**src/rtl/cici_rate_ctrl.sv**
```systemverilog
// rtl/cici_rate_ctrl.sv - rate/phase sequencer for a CIC interpolator chain
// Accepts low-rate samples into a one-entry buffer and strobes comb/upsampler/integrator enables per phase.
module cici_rate_ctrl #(
  parameter int gp_ratio_width   = 8,
  parameter int gp_ratio_default = 4,
  parameter int gp_latency       = 8
) (
  input  logic                      i_clk,
  input  logic                      i_rst_an,
  input  logic                      i_ena,
  input  logic                      i_cfg_wr,
  input  logic [gp_ratio_width-1:0] i_ratio,
  input  logic                      i_stop,
  input  logic                      i_valid,
  output logic                      o_ready,
  output logic                      o_comb_ena,
  output logic                      o_load,
  output logic                      o_zero_fill,
  output logic                      o_interp_ena,
  output logic [gp_ratio_width-1:0] o_phase,
  output logic                      o_out_valid,
  output logic                      o_underrun,
  output logic                      o_busy
);

  localparam int LW = $clog2(gp_latency + 1);
  localparam logic [gp_ratio_width-1:0] c_one  = gp_ratio_width'(1);
  localparam logic [gp_ratio_width-1:0] c_rdef = gp_ratio_width'(gp_ratio_default);
  localparam logic [LW-1:0]             c_lat  = LW'(gp_latency);

  typedef enum logic [1:0] {S_IDLE, S_RUN, S_STOP} state_t;

  state_t                    r_state;
  logic [gp_ratio_width-1:0] r_phase;
  logic [gp_ratio_width-1:0] r_ratio;
  logic [gp_ratio_width-1:0] r_shadow;
  logic                      r_buf_full;
  logic                      r_comb;
  logic                      r_zero;
  logic                      r_under;
  logic                      r_interp;
  logic                      r_out_valid;
  logic [LW-1:0]             r_wcnt;

  logic                      w_accept;
  logic                      w_wrap;
  logic [LW-1:0]             w_wcnt_inc;
  logic [gp_ratio_width-1:0] w_ratio_in;

  assign w_accept   = i_ena & i_valid & ~r_buf_full;
  assign w_wrap     = (r_phase >= (r_ratio - c_one));
  assign w_wcnt_inc = (r_wcnt == c_lat) ? r_wcnt : r_wcnt + LW'(1);
  assign w_ratio_in = (i_ratio == '0) ? c_one : i_ratio;

  always_ff @(posedge i_clk or negedge i_rst_an) begin
    if (!i_rst_an) begin
      r_state     <= S_IDLE;
      r_phase     <= '0;
      r_ratio     <= c_rdef;
      r_shadow    <= c_rdef;
      r_buf_full  <= 1'b0;
      r_comb      <= 1'b0;
      r_zero      <= 1'b0;
      r_under     <= 1'b0;
      r_interp    <= 1'b0;
      r_out_valid <= 1'b0;
      r_wcnt      <= '0;
    end else if (i_ena) begin
      r_comb   <= 1'b0;
      r_zero   <= 1'b0;
      r_under  <= 1'b0;
      r_interp <= 1'b0;
      if (i_cfg_wr) r_shadow <= w_ratio_in;
      case (r_state)
        S_IDLE: begin
          if (r_buf_full) begin
            r_state     <= S_RUN;
            r_phase     <= '0;
            r_ratio     <= r_shadow;
            r_buf_full  <= 1'b0;
            r_comb      <= 1'b0 | 1'b1;
            r_interp    <= 1'b1;
            r_wcnt      <= '0;
            r_out_valid <= 1'b0;
          end else begin
            r_buf_full <= w_accept;
          end
        end
        default: begin
          r_wcnt      <= w_wcnt_inc;
          r_out_valid <= (w_wcnt_inc == c_lat);
          if (!w_wrap) begin
            r_phase    <= r_phase + c_one;
            r_interp   <= 1'b1;
            r_buf_full <= r_buf_full | w_accept;
            if (i_stop) r_state <= S_STOP;
          end else begin
            r_phase <= '0;
            r_ratio <= r_shadow;
            if (r_state == S_STOP) begin
              // terminating wrap: no comb strobe, buffered sample survives for the next start
              r_state     <= S_IDLE;
              r_wcnt      <= '0;
              r_out_valid <= 1'b0;
              r_buf_full  <= r_buf_full | w_accept;
            end else begin
              r_comb     <= 1'b1;
              r_interp   <= 1'b1;
              r_zero     <= ~r_buf_full;
              r_under    <= ~r_buf_full;
              r_buf_full <= w_accept;
              if (i_stop) r_state <= S_STOP;
            end
          end
        end
      endcase
    end
  end

  // Strobes are gated so a disabled cycle looks like no cycle at all.
  assign o_ready      = ~r_buf_full;
  assign o_comb_ena   = r_comb & i_ena;
  assign o_load       = r_comb & i_ena;
  assign o_zero_fill  = r_zero;
  assign o_interp_ena = r_interp & i_ena;
  assign o_underrun   = r_under & i_ena;
  assign o_phase      = r_phase;
  assign o_out_valid  = r_out_valid;
  assign o_busy       = (r_state != S_IDLE);

endmodule

```
**config.mk**
```make
export PLATFORM = sky130hd
export DESIGN_NAME = cici_rate_ctrl
export DESIGN_NICKNAME = d
export VERILOG_FILES = /design/src/rtl/cici_rate_ctrl.sv
export SDC_FILE = /design/constraint.sdc
export NUM_CORES = 1
export LEC_CHECK = 0
export CAP_MARGIN = 20
export CORE_MARGIN = 10
export CORE_UTILIZATION = 35
export DETAILED_ROUTE_END_ITERATION = 10
export GPL_TIMING_DRIVEN = 0
export PLACE_DENSITY = 0.56
export SYNTH_ARGS = -nofsm -noshare
export SYNTH_HDL_FRONTEND = slang
export SYNTH_SLANG_ARGS = --single-unit
```
**constraint.sdc**
```tcl
create_clock -name i_clk -period 3.4 [get_ports i_clk]
set_input_delay 0.85 -clock i_clk [delete_from_list [all_inputs] [get_ports i_clk]]
set_output_delay 0.85 -clock i_clk [all_outputs]
set_load 0.03 [all_outputs]
```
# Word level (Yosys, flattened, before mapping)
# Index checks and enable logic that the tools add are counted.
op_classes:
  addsub: 3
  order_cmp: 1
  eq_ne: 4
  mux: 34
  n_bitwise: 7
  n_reduce_logical: 7
op_table:
  columns: ["op", "count"]
  rows:
  - ["$mux W8", 7]
  - ["$mux W4", 5]
  - ["$mux W1", 17]
  - ["$mux W2", 5]
  - ["$add A8 B1 Y8 const B", 1]
  - ["$eq A4 B4 Y1 const B", 2]
  - ["$ge A8 B8 Y1", 1]
  - ["$logic_not A8 Y1", 1]
  - ["$sub A8 B1 Y8 const B", 1]
  - ["$and A1 B1 Y1", 5]
  - ["$add A4 B1 Y4 const B", 1]
  - ["$reduce_and A2 Y1", 2]
  - ["$reduce_bool A2 Y1", 2]
  - ["$reduce_and A3 Y1", 1]
  - ["$eq A2 B2 Y1 const B", 1]
  - ["$logic_not A2 Y1", 1]
  - ["$ne A2 B2 Y1 const B", 1]
  - ["$not A1 Y1", 1]
  - ["$or A1 B1 Y1", 1]
totals:
  register_bits: 35
  in_bits: 14
  output_inout_bits: 16
  word_cells: 66

# Logic depth before layout (Yosys ltp)
depth:
  word_depth: 6
  depth_mapped: 10
  mapped_depth_nobuf: 10

# Worst setup path after synthesis
# No wires, ideal clock.
synth_timing:
  path_type: "input-to-output"
  start: "input port i_ena"
  end: "output port o_load"
  arrival_time_ps: 1941
  required_time_ps: 2550
  setup_slack_ps: 609
  cell_stages: 4
  path_buffers: 3
  cell_sequence: "clkbuf_1 -> clkbuf_1 -> and2_1 -> buf_4"
synth_between:
  elab_chain_cells: 1
synth_rtl:
  columns: ["element", "line_no", "source"]
  rows:
  - ["start: declaration", "10", "input logic i_ena,"]
  - ["$and A1 B1 Y1", null, null]
  - ["end: declaration", "17", "output logic o_load,"]
# No other way between the ends.

# Worst setup path after layout
layout_timing:
  start: "input port i_ena"
  end: "output port o_load"
layout_between:
  elab_chain_cells: 1
layout_rtl:
  columns: ["element", "line_no", "source"]
  rows:
  - ["$and A1 B1 Y1", "123", "assign o_load = r_comb & i_ena;"]
# No other way between the ends.

==> impl_metrics.tcl <==
set metrics [dict create \
    status "completed" \
    path_clk_slew_ps 80 \
    dr_wl_met2_mm 1.86 \
    diodes 0 \
    wl_met1_mm 1.94 \
    power_density_nw_per_um2 768 \
    row_count 27 \
    fp.dieH_um 95.1 \
    drc 0 \
    fin_skew_ps 2.08 \
    cts_hold_buf 0 \
    gr-total-overflow 0 \
    final.setup.tns_ps 0 \
    postCtsSetupRepairBufs 0 \
    end_kind "output port" \
    drv_cap 0 \
    portBuffers 28 \
    crit_type "input port to output port" \
    die_area_um2 9040 \
    clock_path_buffers 2 \
    viasPerCell 4.98 \
    fill_cells 566 \
    ys_types 40 \
    ir_drop_mv 0.263 \
    yosys.area.top_type_share_pct 41.9 \
    die_w_um 95.1 \
    grt_max_degree 36 \
    route.met3.wl_um 172 \
    grt_pass1_vias 1528 \
    syn_inst 191 \
    fin_crit_sh_pct 96.7 \
    top_layer "met4" \
    cp_max_fo 10 \
    num_vias 1488 \
    min_period_ps 3290 \
    synth_area_um2 1970 \
    wire_per_inst_um 13.5 \
    antenna_found_initial 0 \
    register_area_um2 878 \
    crit_chain "clkbuf_1 -> clkbuf_2 -> and2_1 -> buf_4 -> clkdlybuf4s50_1" \
    antenna_left 0 \
    cts-htree-levels 2 \
    max_freq_mhz 304 \
    synth_area_leaders "dfrtp_1 42%, mux2_2 9.1%, ha_1 7.6%" \
    grtUsageTotal_pct 9.61 \
    numCtsBuffers 5 \
    drv_slew 0 \
    grt_pass1_wl_mm 6.98 \
    dp_slack_ps 17.4 \
    cts_tree "built" \
    cp_slowest_cell "clkdlybuf4s50_1" \
    yosysTopAreaCell "dfrtp_1" \
    finalWorstSetupSlack_ps 113 \
    setup_viol 0 \
    cp-start-kind "input port" \
    ys_top_cells_by_count "33 x dfrtp_1, 18 x nand2_1, 16 x mux2_2, 12 x ha_1, 11 x inv_1" \
    p_leak_nw 1.04 \
    crit_arrival_ps 2440 \
    drt_iter0_markers 29 \
    yosysSeqAreaShare_pct 44.5 \
    synth_fp_nets 217 \
    areaGrowthSynthToFinish_pct 23.1 \
    power_mw 1.86 \
    place_congestion 0.787 \
    async_flop_share_pct 100 \
    synth-seq-cells 35 \
    synthMostInstantiatedCell "dfrtp_1" \
    rsz0062_at_grt "false" \
    fin_nets 252 \
    worst_slew_pin_slew_ps 774 \
    synth_edf_count 0 \
    cpPeakStageDelay_ps 660 \
    io_pins 30 \
    dp_hpwl_mm 3.06 \
    cts.sinks 35 \
    ys_warn_count 0 \
    multi_input_area_um2 1010 \
    ctsRootBufferMaster "clkbuf_8" \
    hold_path_class "flop to flop" \
    start_util_pct 36.1 \
    routed_wl_mm 4.02 \
    slew_headroom_pct 48.4 \
    ys.flop_type "dfrtp_1" \
    syn-mean-instance-area_um2 10.3 \
    clock_latency_ps 280 \
    drive_gt1_share_pct 16.7 \
    firstDrtPassIters 4 \
    required_ps 2550 \
    core_um2 5470 \
    hold_viol_final 0 \
]
path summary, 6_finish.rpt:
| kind | slack [ps] | from | cells past startpoint | to |
|---|---|---|---|---|
| min in group asynchronous | 630 | i_rst_an | 1 | r_wcnt[3]$_DFFE_PN0P_ |
| min reg2reg | 480 | o_out_valid$_DFFE_PN0P_ | 2 | o_out_valid$_DFFE_PN0P_ |
| min | 480 | o_out_valid$_DFFE_PN0P_ | 2 | o_out_valid$_DFFE_PN0P_ |
| max reg2reg | 540 | r_ratio[3]$_DFFE_PN0P_ | 9 | r_ratio[6]$_DFFE_PN0P_ |
| max in group asynchronous | 2270 | i_rst_an | 1 | r_ratio[3]$_DFFE_PN0P_ |
| max | 110 | i_ena | 5 | o_load |
where the power goes:
group          switching, mW  total [mW]  internal (mW)
sequential             0.143       0.694          0.551
clock                  0.165       0.307          0.143
combinational          0.451       0.863          0.412
total                  0.758        1.86           1.11
sequential cells by signal (all words and copies together) (netlist names):
register and flops:
o_phase 8, r_ratio 8, r_shadow 8, r_wcnt 4
r_state 2, o_out_valid 1, r_buf_full 1, r_comb 1
r_interp 1, r_under 1
repair_timing:
action / 4_1_cts / 5_1_grt
gates resized for setup: 0 / 2
hold endpoints to repair: 0 / 0
setup endpoints to repair: 0 / 2
cell families (layout without fill, tap and decap cells):
logic type / count (synthesis) / after routing / synth area share, %
AND/OR/NAND/NOR: 54 / 54 / 13.6
AO/OA/AOI/OAI: 47 / 47 / 16.5
flip-flops: 35 / 35 / 44.5
multiplexers: 18 / 18 / 10.1
buffers and inverters: 18 / 54 / 4.50
adder cells (fa/ha/maj): 12 / 12 / 7.61
XOR/XNOR: 7 / 7 / 3.11
worst max-delay path, delay by kind of cell:
kind / cells / cell delay [ps]
buffers and inverters: 4 / 1410
and+or+nand+nor: 1 / 170
layer usage:
metal / vias up / track usage, %
met5: - / 0
li1: 767 / -
met2: 21 / 15.7
met3: 5 / 2.51
met1: 695 / 11.7
met4: 0 / 4.11
layout make-up:
class                           instances  share of cell area, %
Clock buffer                            5                   2.83
Clock inverter                          3                  0.824
Multi-Input combinational cell        138                   41.4
Buffer                                  7                   2.01
Tap cell                               72                   3.71
Inverter                               11                   1.70
Timing Repair Buffer                   28                   11.3
Sequential cell                        35                   36.2
through the flow:
stage | cells | cell area (µm²) | utilization, % | hold slack (ps)
after floorplan | 191 | 1970 | - | 446
after global placement | 291 | 2340 | 42.8 | 460
after detailed placement | 291 | 2340 | 42.7 | 470
after CTS | 299 | 2430 | 44.4 | 487
after global routing | 299 | 2430 | 44.4 | 511
final | 299 | 2430 | 44.4 | 479
cell usage in the layout (no fill, tap or decap), types with 5 or more instances in the layout:
cell / instances
dfrtp_1: 33
clkdlybuf4s50_1: 27
nand2_1: 18
mux2_2: 16
ha_1: 12
inv_1: 11
a21oi_1: 9
a31oi_1: 9
nor2_1: 8
o21ai_0: 7
nor3_1: 6
clkbuf_8: 5
Power figures use the tool's default switching activity.
